$ cat config.mk
export PLATFORM = sky130hd
export DESIGN_NAME = e300_dac_arbiter_flat
export DESIGN_NICKNAME = d
export VERILOG_FILES = /design/src/rtl/e300_dac_arbiter_if.sv /design/src/rtl/e300_dac_arbiter.sv /design/src/flat_wrapper.sv
export SDC_FILE = /design/constraint.sdc
export NUM_CORES = 1
export LEC_CHECK = 0
export ABC_AREA = 1
export CAP_MARGIN = 20
export CORE_ASPECT_RATIO = 0.75
export CORE_MARGIN = 2
export CORE_UTILIZATION = 57
export DETAILED_ROUTE_END_ITERATION = 10
export DONT_BUFFER_PORTS = 1
export PLACE_DENSITY = 0.75
export SLEW_MARGIN = 30
export SYNTH_ARGS = -nofsm -noshare
export SYNTH_HDL_FRONTEND = slang
export SYNTH_SLANG_ARGS = --single-unit
$ cat constraint.sdc
create_clock -name clk -period 2.1 [get_ports clk]
set_input_delay 0.21 -clock clk [delete_from_list [all_inputs] [get_ports clk]]
set_output_delay 0.21 -clock clk [all_outputs]
set_load 0.02 [all_outputs]
$ cat src/rtl/e300_dac_arbiter_if.sv
// rtl/e300_dac_arbiter_if.sv - request and AD5662 serial bundle for the DAC arbiter
interface e300_dac_arbiter_if;
  logic [15:0] loop_dat;
  logic        loop_valid;
  logic [15:0] host_dat;
  logic        host_valid;
  logic        host_ready;
  logic        host_override;
  logic        sclk;
  logic        mosi;
  logic        sync_n;
  logic        busy;
  logic        frame_done;
  logic [15:0] last_dat;
  logic        last_src;
  logic [7:0]  loop_drop_cnt;

  modport master (
    output loop_dat, loop_valid, host_dat, host_valid, host_override,
    input  host_ready, sclk, mosi, sync_n, busy, frame_done, last_dat, last_src, loop_drop_cnt
  );

  modport slave (
    input  loop_dat, loop_valid, host_dat, host_valid, host_override,
    output host_ready, sclk, mosi, sync_n, busy, frame_done, last_dat, last_src, loop_drop_cnt
  );
endinterface

$ cat src/rtl/e300_dac_arbiter.sv
// rtl/e300_dac_arbiter.sv - two-source arbiter feeding an AD5662 serial DAC
module e300_dac_arbiter #(
  parameter int unsigned CLK_DIV    = 4,
  parameter int unsigned GAP_CYCLES = 8,
  parameter logic [15:0] BOOT_DAT   = 16'd32767
) (
  input logic          clk,
  input logic          reset_n,
  e300_dac_arbiter_if.slave bus
);
  typedef enum logic [1:0] {IDLE, SETUP, SHIFT, GAP} state_t;

  localparam logic [7:0] DIV_LOAD = 8'(CLK_DIV - 1);
  localparam logic [7:0] GAP_LOAD = 8'(GAP_CYCLES - 1);

  state_t      state, state_d;
  logic [7:0]  cnt, cnt_d;          // cycles left in the current half-bit / setup / gap
  logic [4:0]  bit_idx, bit_idx_d;
  logic        phase, phase_d;      // 0: sclk low half, 1: sclk high half
  logic [23:0] sr, sr_d;            // frame shifter, sr[23] is the bit on mosi
  logic [15:0] cur_dat, cur_dat_d;
  logic        cur_src, cur_src_d;

  logic [15:0] loop_slot, host_slot;
  logic        loop_pend, host_pend;
  logic        host_rdy;
  logic [7:0]  drop_cnt;
  logic        grant_host, grant_loop;

  logic        sync_d, sclk_d, mosi_d, busy_d, done_d;
  logic        sync_q, sclk_q, mosi_q, busy_q, done_q;
  logic [15:0] last_dat_q;
  logic        last_src_q;

  // Host wins; loop is served only when the host is not overriding it
  assign grant_host = (state == IDLE) && host_pend;
  assign grant_loop = (state == IDLE) && !host_pend && loop_pend && !bus.host_override;

  // Single-entry request slots; a new loop code always replaces the old one
  always_ff @(posedge clk or negedge reset_n) begin
    if (!reset_n) begin
      loop_slot <= BOOT_DAT;
      loop_pend <= 1'b1;
      host_slot <= '0;
      host_pend <= 1'b0;
      host_rdy  <= 1'b0;
      drop_cnt  <= '0;
    end else begin
      if (bus.loop_valid) begin
        loop_slot <= bus.loop_dat;
        loop_pend <= 1'b1;
        if (loop_pend && !grant_loop && drop_cnt != 8'hFF)
          drop_cnt <= drop_cnt + 8'd1;
      end else if (grant_loop) begin
        loop_pend <= 1'b0;
      end
      if (grant_host) begin
        host_pend <= 1'b0;
      end else if (bus.host_valid && host_rdy) begin
        host_slot <= bus.host_dat;
        host_pend <= 1'b1;
      end
      host_rdy <= grant_host || (!host_pend && !(bus.host_valid && host_rdy));
    end
  end

  // State register; serial outputs are registered copies of the next-state decode
  always_ff @(posedge clk or negedge reset_n) begin
    if (!reset_n) begin
      state      <= IDLE;
      cnt        <= '0;
      bit_idx    <= '0;
      phase      <= 1'b1;
      sr         <= '0;
      cur_dat    <= '0;
      cur_src    <= 1'b0;
      sync_q     <= 1'b1;
      sclk_q     <= 1'b1;
      mosi_q     <= 1'b0;
      busy_q     <= 1'b0;
      done_q     <= 1'b0;
      last_dat_q <= '0;
      last_src_q <= 1'b0;
    end else begin
      state   <= state_d;
      cnt     <= cnt_d;
      bit_idx <= bit_idx_d;
      phase   <= phase_d;
      sr      <= sr_d;
      cur_dat <= cur_dat_d;
      cur_src <= cur_src_d;
      sync_q  <= sync_d;
      sclk_q  <= sclk_d;
      mosi_q  <= mosi_d;
      busy_q  <= busy_d;
      done_q  <= done_d;
      if (done_d) begin
        last_dat_q <= cur_dat;
        last_src_q <= cur_src;
      end
    end
  end

  // Next-state: a started frame runs to completion regardless of requests
  always_comb begin
    state_d   = state;
    cnt_d     = cnt;
    bit_idx_d = bit_idx;
    phase_d   = phase;
    sr_d      = sr;
    cur_dat_d = cur_dat;
    cur_src_d = cur_src;
    case (state)
      IDLE: begin
        if (grant_host || grant_loop) begin
          state_d   = SETUP;
          cnt_d     = DIV_LOAD;
          cur_dat_d = grant_host ? host_slot : loop_slot;
          cur_src_d = grant_host;
          sr_d      = {8'h00, cur_dat_d};
        end
      end
      SETUP: begin
        if (cnt == 8'd0) begin
          state_d   = SHIFT;
          phase_d   = 1'b0;
          bit_idx_d = '0;
          cnt_d     = DIV_LOAD;
        end else begin
          cnt_d = cnt - 8'd1;
        end
      end
      SHIFT: begin
        if (cnt != 8'd0) begin
          cnt_d = cnt - 8'd1;
        end else if (!phase) begin
          // rising sclk: the DAC has sampled this bit, present the next one
          phase_d = 1'b1;
          sr_d    = {sr[22:0], 1'b0};
          cnt_d   = DIV_LOAD;
        end else if (bit_idx == 5'd23) begin
          state_d = GAP;
          cnt_d   = GAP_LOAD;
        end else begin
          phase_d   = 1'b0;
          bit_idx_d = bit_idx + 5'd1;
          cnt_d     = DIV_LOAD;
        end
      end
      GAP: begin
        if (cnt == 8'd0) state_d = IDLE;
        else             cnt_d   = cnt - 8'd1;
      end
      default: state_d = IDLE;
    endcase
  end

  // Output decode of the next state, captured by the state register
  always_comb begin
    sync_d = !(state_d == SETUP || state_d == SHIFT);
    sclk_d = !(state_d == SHIFT && !phase_d);
    mosi_d = sync_d ? 1'b0 : sr_d[23];
    busy_d = (state_d != IDLE);
    done_d = (state_d == GAP) && (state != GAP);
  end

  assign bus.host_ready    = host_rdy;
  assign bus.sclk          = sclk_q;
  assign bus.mosi          = mosi_q;
  assign bus.sync_n        = sync_q;
  assign bus.busy          = busy_q;
  assign bus.frame_done    = done_q;
  assign bus.last_dat      = last_dat_q;
  assign bus.last_src      = last_src_q;
  assign bus.loop_drop_cnt = drop_cnt;
endmodule
$ cat src/flat_wrapper.sv
// flat-port wrapper written by rule: the top's interface ports become plain ports
module e300_dac_arbiter_flat 
#(
  parameter int unsigned CLK_DIV    = 4,
  parameter int unsigned GAP_CYCLES = 8,
  parameter logic [15:0] BOOT_DAT   = 16'd32767
)
  (clk, reset_n, bus_loop_dat, bus_loop_valid, bus_host_dat, bus_host_valid, bus_host_override, bus_host_ready, bus_sclk, bus_mosi, bus_sync_n, bus_busy, bus_frame_done, bus_last_dat, bus_last_src, bus_loop_drop_cnt);
  e300_dac_arbiter_if bus_i ();
  input logic clk;
  input logic reset_n;
  input wire logic [$bits(bus_i.loop_dat)-1:0] bus_loop_dat;
  input wire logic [$bits(bus_i.loop_valid)-1:0] bus_loop_valid;
  input wire logic [$bits(bus_i.host_dat)-1:0] bus_host_dat;
  input wire logic [$bits(bus_i.host_valid)-1:0] bus_host_valid;
  input wire logic [$bits(bus_i.host_override)-1:0] bus_host_override;
  output wire logic [$bits(bus_i.host_ready)-1:0] bus_host_ready;
  output wire logic [$bits(bus_i.sclk)-1:0] bus_sclk;
  output wire logic [$bits(bus_i.mosi)-1:0] bus_mosi;
  output wire logic [$bits(bus_i.sync_n)-1:0] bus_sync_n;
  output wire logic [$bits(bus_i.busy)-1:0] bus_busy;
  output wire logic [$bits(bus_i.frame_done)-1:0] bus_frame_done;
  output wire logic [$bits(bus_i.last_dat)-1:0] bus_last_dat;
  output wire logic [$bits(bus_i.last_src)-1:0] bus_last_src;
  output wire logic [$bits(bus_i.loop_drop_cnt)-1:0] bus_loop_drop_cnt;
  assign bus_i.loop_dat = bus_loop_dat;
  assign bus_i.loop_valid = bus_loop_valid;
  assign bus_i.host_dat = bus_host_dat;
  assign bus_i.host_valid = bus_host_valid;
  assign bus_i.host_override = bus_host_override;
  assign bus_host_ready = bus_i.host_ready;
  assign bus_sclk = bus_i.sclk;
  assign bus_mosi = bus_i.mosi;
  assign bus_sync_n = bus_i.sync_n;
  assign bus_busy = bus_i.busy;
  assign bus_frame_done = bus_i.frame_done;
  assign bus_last_dat = bus_i.last_dat;
  assign bus_last_src = bus_i.last_src;
  assign bus_loop_drop_cnt = bus_i.loop_drop_cnt;
  e300_dac_arbiter #(.CLK_DIV(CLK_DIV), .GAP_CYCLES(GAP_CYCLES), .BOOT_DAT(BOOT_DAT)) u_core (.clk(clk), .reset_n(reset_n), .bus(bus_i));
endmodule
==> impl_metrics.py, run 1 <==
metrics = {
    "clocking": {
        "clkTransAtPathRegs_ps": 60,
        "cts.sinks": 122,
        "cts_max_level": 4,
        "cts_buffers": 17,
        "clk_path_buf_depth": 2,
        "cts_root_buf": "clkbuf_16",
        "cts_hold_buf": 33,
        "cts_tree": "done",
        "clk_latency_ps": 420,
    },
    "power_and_ir_drop": {
        "ir_drop_v": 0.000647,
        "p_clk_share_pct": 50.8,
        "p_sw_share_pct": 23.5,
        "p_total_w": 0.00582,
        "power_density_nw_per_um2": 829,
        "pwr-share-comb_pct": 4.5,
        "p_leak_nw": 3.44,
        "p_sw_w": 0.00137,
        "p_seq_share_pct": 44.7,
        "p_int_w": 0.00445,
    },
    "floorplan": {
        "die_area_um2": 10900,
        "rows": 31,
        "num_io_pins": 68,
        "fp.dieW_um": 120,
        "initial_utilization_pct": 59.0,
        "fp.dieH_um": 90.8,
        "fp.coreArea_um2": 9700,
    },
    "global_route": {
        "grt_max_degree": 123,
        "antenna_found_initial": 0,
        "track_usage_pct": 26.7,
        "grt-ovfl-total": 0,
        "grt_first_pass_wirelength_um": 22600,
        "grt_pass1_vias": 4629,
    },
    "place": {
        "hpwl_um": 8300,
        "place_congestion": 0.969,
        "io_buffers": 0,
        "placed_area_um2": 5870,
        "placed_cells": 789,
    },
    "timing": {
        "slew_viol_final": 0,
        "layout_setup_ws_ps": -34.6,
        "worst_slew_pin_slew_ps": 590,
        "hold-worst-slack_ps": -510,
        "period_share_pct": 102,
        "skew_ps": 9.35,
        "fmax_mhz": 468,
        "hold_violations": 122,
        "setup_viol": 7,
        "slew_headroom_pct": 60.5,
        "period_needed_ps": 2130,
    },
    "synth": {
        "synth_top_family_by_area": "simple AND/OR/NAND/NOR gates",
        "avgSynthCellArea_um2": 8.59,
        "syn_inst": 666,
        "synth_top_area_share_pct": 45.0,
        "yosysWarnings": 0,
        "synth_simple_gate_area_share_pct": 25.3,
        "synth_mux_area_share_pct": 3.15,
        "synth-compound-area-share_pct": 7.04,
        "ys_ff_latch": 122,
        "synth_seq_area_share_pct": 53.8,
        "synth_area_um2": 5720,
        "synth.distinct_cells": 31,
        "synthXorXnorAreaFrac_pct": 1.53,
        "yosysTopAreaCell": "dfrtp_1",
        "syn_nets": 714,
        "synthTopCellsByArea": "dfrtp_1 (45%), nand2_1 (17%), dfstp_2 (8.7%), o21ai_0 (5.2%), inv_1 (3.7%)",
        "synth_fa_ha_area_share_pct": 2.41,
    },
    "route": {
        "via_per_inst": 5.52,
        "routedWlPerCell_um": 16.7,
        "first_pass_iters": 8,
        "drcViolationCount": 0,
        "drtIter0Drc": 406,
        "drtAntennaViolNets": 0,
        "finalWirelength_um": 14500,
        "via_count": 4789,
    },
    "worst_setup_path": {
        "crit_slowest_cell": "dfrtp_1",
        "end_kind": "flip-flop",
        "crit_chain": "inv_2 -> ha_4 -> nand2_1 -> nor2_4 -> inv_1 -> nand3_1 -> nand3_1 -> nor2_2 -> ha_2 -> nand2_4 -> clkbuf_16 -> nand2_1 -> o21ai_0",
        "arrival_ps": 2430,
        "cp_num_buf_inv": 3,
        "required_ps": 2390,
        "crit_fanout": 9,
        "start_kind": "flip-flop",
        "critPathKind": "flip-flop to flip-flop",
        "slowest_delay_ps": 380,
        "crit_family": "simple AND/OR/NAND/NOR gates",
    },
    "layout": {
        "nets": 770,
        "mostFrequentLayoutCells": "nand2_1 (253), dfrtp_1 (103), o21ai_0 (56), inv_1 (53)",
        "antenna_cells": 0,
        "instances_no_fill": 867,
        "multiInputGateArea_um2": 2350,
        "regArea_um2": 3080,
        "drive_above_1_share_pct": 18.9,
        "final_common_cell": "nand2_1",
        "num-fill-cells": 697,
        "syn2layout_area_growth_pct": 22.7,
        "design_area_um2": 7020,
        "fin_util_pct": 72.4,
    },
    "outcome": {
        "violations": "negative hold slack, negative setup slack",
        "status": "finished with violations",
    },
    "hold_path": {
        "hp-class": "primary input to async pin",
    },
    "flow_run": {
        "maxCapViolCount": 0,
    },
}
-- metal layers --
| metal | share of wire (%) | routed length [um] | GRT usage (%) | up-vias |
|---|---|---|---|---|
| li1 | - | - | - | 2212 |
| met5 | 0 | 0 | 0 | - |
| met1 | 43 | 6190 | 35.9 | 2327 |
| met3 | 8.4 | 1220 | 8.46 | 24 |
| met4 | 1.3 | 182 | 8.43 | 0 |
| met2 | 48 | 6900 | 41.5 | 226 |
-- power by group through the flow --
stage	clock, W	combinational, W	sequential [W]
5_1_grt	0.00308	0.000301	0.00262
3_5_place_dp	0	0.000202	0.00264
4_1_cts	0.00297	0.000254	0.00260
3_3_place_gp	0	0.000189	0.00263
6_report	0.00296	0.000263	0.00260
2_1_floorplan	0	0.000171	0.00261
-- timing repair --
item | CTS | global route
setup buffers | 4 | 6
pin swaps | 2 | 8
gates cloned | 0 | 3
gates resized for setup | 1 | 29
setup endpoints to repair | 19 | 35
endpoints found under the hold margin | 154 | 122
-- flip-flops by register name, indices dropped and copies added (netlist names), 2 cells and up --
signal / count
u_core.sr: 24
u_core.bus.last_dat: 16
u_core.cur_dat: 16
u_core.host_slot: 16
u_core.loop_slot: 16
u_core.bus.loop_drop_cnt: 8
u_core.cnt: 8
u_core.bit_idx: 5
u_core.state: 2
-- cell usage after synthesis, drive strengths merged --
cell and count:
nand4 7, nor2 30, buf 15, xnor2 1
dfrtp 103, clkbuf 8, ha 11, mux2 15
dfstp 19, nand3 39, or2 1, xor2 9
a21oi 8, nand2 264, nor3 5, inv 63
o21ai 68
-- final timing paths --
kind | startpoint | end | slack (ps) | depth (start not counted)
setup / recovery | u_core.cnt[0] | u_core.bus.last_src | -30 | 13
hold / removal | reset_n | u_core.host_slot[13] | -510 | 0
setup reg to reg | u_core.cnt[0] | u_core.bus.last_src | -30 | 13
hold reg to reg | u_core.loop_slot[3] | u_core.loop_slot[3] | 460 | 2
max in group asynchronous | reset_n | u_core.bus.sclk | 2360 | 0
min in group clk | bus_loop_valid | u_core.loop_slot[6] | 40 | 3
-- kinds of logic after synthesis --
| logic type | after synthesis |
|---|---|
| XOR/XNOR | 10 |
| buffers and inverters | 86 |
| multiplexers | 15 |
| AO/OA/AOI/OAI | 76 |
| adder cells (fa/ha/maj) | 11 |
| flip-flops | 122 |
| AND/OR/NAND/NOR | 346 |
-- worst register-to-register path, cell delays in order, from the launching register on --
cell and delay (ps):
dfrtp_1 380, inv_2 100, ha_4 160, nand2_1 90, nor2_4 150, inv_1 90
nand3_1 80, nand3_1 100, nor2_2 210, ha_2 230, nand2_4 100, clkbuf_16 180
nand2_1 70, o21ai_0 80
-- stage by stage --
step	TNS [ps]	hold WS [ps]	setup slack [ps]
floorplan	0	-85.6	23.5
global placement	0	-81.4	155
detailed placement	-758	-82.7	-73.5
CTS	0	-525	8.87
global route	-717	-527	-72.5
finish	-134	-510	-34.6
-- final cells by class --
class,count,share of cell area (%)
Clock buffer,19,6.31
Multi-Input combinational cell,458,33.5
Clock inverter,13,2.16
Tap cell,132,2.35
Timing Repair Buffer,60,8.50
Sequential cell,122,43.8
Inverter,63,3.37
Power figures use the tool's default switching activity.
==> run 2: changes to the inputs <==
--- a/config.mk
+++ b/config.mk
@@ -9,10 +9,10 @@
 export CAP_MARGIN = 20
 export CORE_ASPECT_RATIO = 0.75
 export CORE_MARGIN = 2
-export CORE_UTILIZATION = 57
+export CORE_UTILIZATION = 61
 export DETAILED_ROUTE_END_ITERATION = 10
 export DONT_BUFFER_PORTS = 1
-export PLACE_DENSITY = 0.75
+export PLACE_DENSITY = 0.77
 export SLEW_MARGIN = 30
 export SYNTH_ARGS = -nofsm -noshare
 export SYNTH_HDL_FRONTEND = slang
==> constraint.sdc (replaced) <==
create_clock -name clk -period 2.3 [get_ports clk]
set_input_delay 0.115 -clock clk [delete_from_list [all_inputs] [get_ports clk]]
set_output_delay 0.115 -clock clk [all_outputs]
set_load 0.02 [all_outputs]
==> run 2 against run 1 <==
Against the previous run:
- the flow finishes with violations (negative hold slack)
- setup slack better by 240 ps
- count of clock-buffer cells in the layout is 2 higher
- design area is 3.2% lower
- first-iteration DRC count is 21% lower
- cell count is 2.1% lower
- routed wire length is 12% lower
- critical path depth stayed put
- sequential share of layout area is 1.5 points higher
- via count is 5.4% lower
- core utilization is 2.4 points higher
- die area is 6.3% lower
==> impl_metrics.py, run 2 (synthesis results as in run 1) <==
metrics = {
    "layout": {
        "syn2layout_area_growth_pct": 18.7,
        "antenna_cells": 0,
        "instances_no_fill": 849,
        "drive_above_1_share_pct": 15.0,
        "nets": 756,
        "largest_reg_flops": 24,
        "final_common_cell": "nand2_1",
        "mostFrequentLayoutCells": "nand2_1 (257), dfrtp_1 (102), o21ai_0 (60), inv_1 (55), nand3_1 (35)",
        "top_register": "u_core.sr",
        "design_area_um2": 6790,
    },
    "timing": {
        "slew_headroom_pct": 59.6,
        "worst_slew_pin_slew_ps": 604,
        "slew_viol_final": 0,
        "layout_setup_ws_ps": 208,
        "fin_tns_setup_ps": 0,
        "skew_ps": 6.77,
        "rsz0062_at_grt": "false",
        "hold-worst-slack_ps": -608,
        "setup_viol": 0,
        "period_share_pct": 91.0,
        "fmax_mhz": 478,
        "hold_violations": 122,
        "period_needed_ps": 2090,
    },
    "worst_setup_path": {
        "crit_fanout": 35,
        "end_kind": "flip-flop",
        "reg2reg_depth": 13,
        "crit_family": "simple AND/OR/NAND/NOR gates",
        "r2r_slack_ps": 210,
        "required_ps": 2630,
        "crit_top_cell": "nand2_1",
        "slowest_delay_ps": 400,
        "cp_num_buf_inv": 2,
        "r2r-end": "u_core.bus.last_dat[12]",
        "crit_chain": "inv_1 -> ha_2 -> nor2_2 -> nand2_2 -> nand2_1 -> nand2_1 -> nand2_1 -> nand3_1 -> ha_1 -> nand2_1 -> buf_12 -> nand2_1 -> o21ai_0",
        "rr_startpoint": "u_core.state[0]",
        "start_kind": "flip-flop",
        "critPathKind": "flip-flop to flip-flop",
        "arrival_ps": 2420,
        "crit_slowest_cell": "dfrtp_2",
    },
    "place": {
        "placed_area_um2": 5820,
        "io_buffers": 0,
        "hpwl_um": 7800,
        "dp_slack_ps": 122,
        "place_congestion": 0.882,
        "placed_cells": 782,
    },
    "power_and_ir_drop": {
        "power_density_nw_per_um2": 782,
        "p_seq_share_pct": 44.6,
        "ir_drop_v": 0.000637,
        "p_sw_share_pct": 22.7,
        "p_clk_share_pct": 50.9,
        "p_sw_w": 0.00121,
        "p_int_w": 0.00411,
        "p_leak_nw": 3.36,
        "pwr-share-comb_pct": 4.5,
    },
    "floorplan": {
        "fp.dieH_um": 87.9,
        "num_io_pins": 68,
        "fp.dieW_um": 116,
        "fp.coreArea_um2": 9080,
        "die_area_um2": 10200,
        "rows": 30,
        "initial_utilization_pct": 63.0,
    },
    "global_route": {
        "grt_first_pass_wirelength_um": 21500,
        "track_usage_pct": 27.8,
        "antenna_found_initial": 0,
        "grt-ovfl-total": 0,
        "grt_max_degree": 123,
        "grt_pass1_vias": 4400,
    },
    "outcome": {
        "status": "finished with violations",
        "violations": "negative hold slack",
    },
    "route": {
        "drcViolationCount": 0,
        "drtIter0Drc": 321,
        "finalWirelength_um": 12700,
        "routedWlPerCell_um": 14.9,
        "via_count": 4529,
        "drtAntennaViolNets": 0,
        "first_pass_iters": 5,
        "via_per_inst": 5.33,
    },
    "hold_path": {
        "hp-class": "primary input to async pin",
    },
    "clocking": {
        "cts_tree": "done",
        "clk_latency_ps": 420,
        "cts.sinks": 122,
        "cts_buffers": 17,
        "cts_hold_buf": 33,
        "cts_root_buf": "clkbuf_16",
        "clkTransAtPathRegs_ps": 50,
        "clk_path_buf_depth": 2,
        "cts_max_level": 4,
    },
    "flow_run": {
        "maxCapViolCount": 0,
    },
}
-- run 2: cell count changes in the layout (fill, tap and decap cells not counted), moves of 4 or more --
cell	change
buf_4	-11
ha_1	+6
nand2_1	+4
o21ai_0	+4
-- run 2: metrics by stage --
stage,util (%),total power [W]
after floorplan,-,0.00254
after global placement,64.1,0.00257
after detailed placement,64.1,0.00259
after CTS,74.4,0.00535
after global routing,74.8,0.00551
final,74.8,0.00531
-- run 2: layer usage --
metal | part of all wire (%) | track usage (%) | up-vias
li1 | - | - | 2174
met1 | 45 | 38.4 | 2111
met2 | 44 | 40.9 | 223
met3 | 9.9 | 10.9 | 21
met4 | 1.6 | 8.33 | 0
met5 | 0 | 0 | -
-- run 2: worst max path at each step --
stage / startpoint / endpoint / cells after the start
floorplan: u_core.state[0] / u_core.bus.last_dat[3] / 13
global placement: u_core.cnt[0] / u_core.bus.last_dat[15] / 13
detailed placement: u_core.state[0] / u_core.bus.last_dat[3] / 13
CTS: u_core.state[0] / u_core.bus.last_dat[12] / 13
global route: u_core.cnt[0] / u_core.bus.last_dat[12] / 14
finish: u_core.state[0] / u_core.bus.last_dat[12] / 13
-- run 2: power groups by stage --
| stage | Combinational, W | Sequential [W] | Clock, W |
|---|---|---|---|
| 2_1_floorplan | 0.000156 | 0.00238 | 0 |
| 3_3_place_gp | 0.000171 | 0.00240 | 0 |
| 3_5_place_dp | 0.000183 | 0.00241 | 0 |
| 4_1_cts | 0.000234 | 0.00237 | 0.00274 |
| 5_1_grt | 0.000276 | 0.00238 | 0.00286 |
| 6_report | 0.000239 | 0.00237 | 0.00270 |
-- run 2: timing repair --
| action | CTS | global route |
|---|---|---|
| gates resized for setup | 0 | 9 |
| endpoints found under the hold margin | 155 | 122 |
| setup buffers | 0 | 2 |
| endpoints found under the setup margin | 0 | 20 |
-- run 2: final cells by class --
type | count | area [um^2]
flip-flops and latches | 122 | 3080
fillers | 631 | 2290
multi-input cells | 458 | 2270
clock buffers | 21 | 460
repair buffers | 46 | 444
inverters | 63 | 236
well taps | 128 | 160
clock inverters | 11 | 145
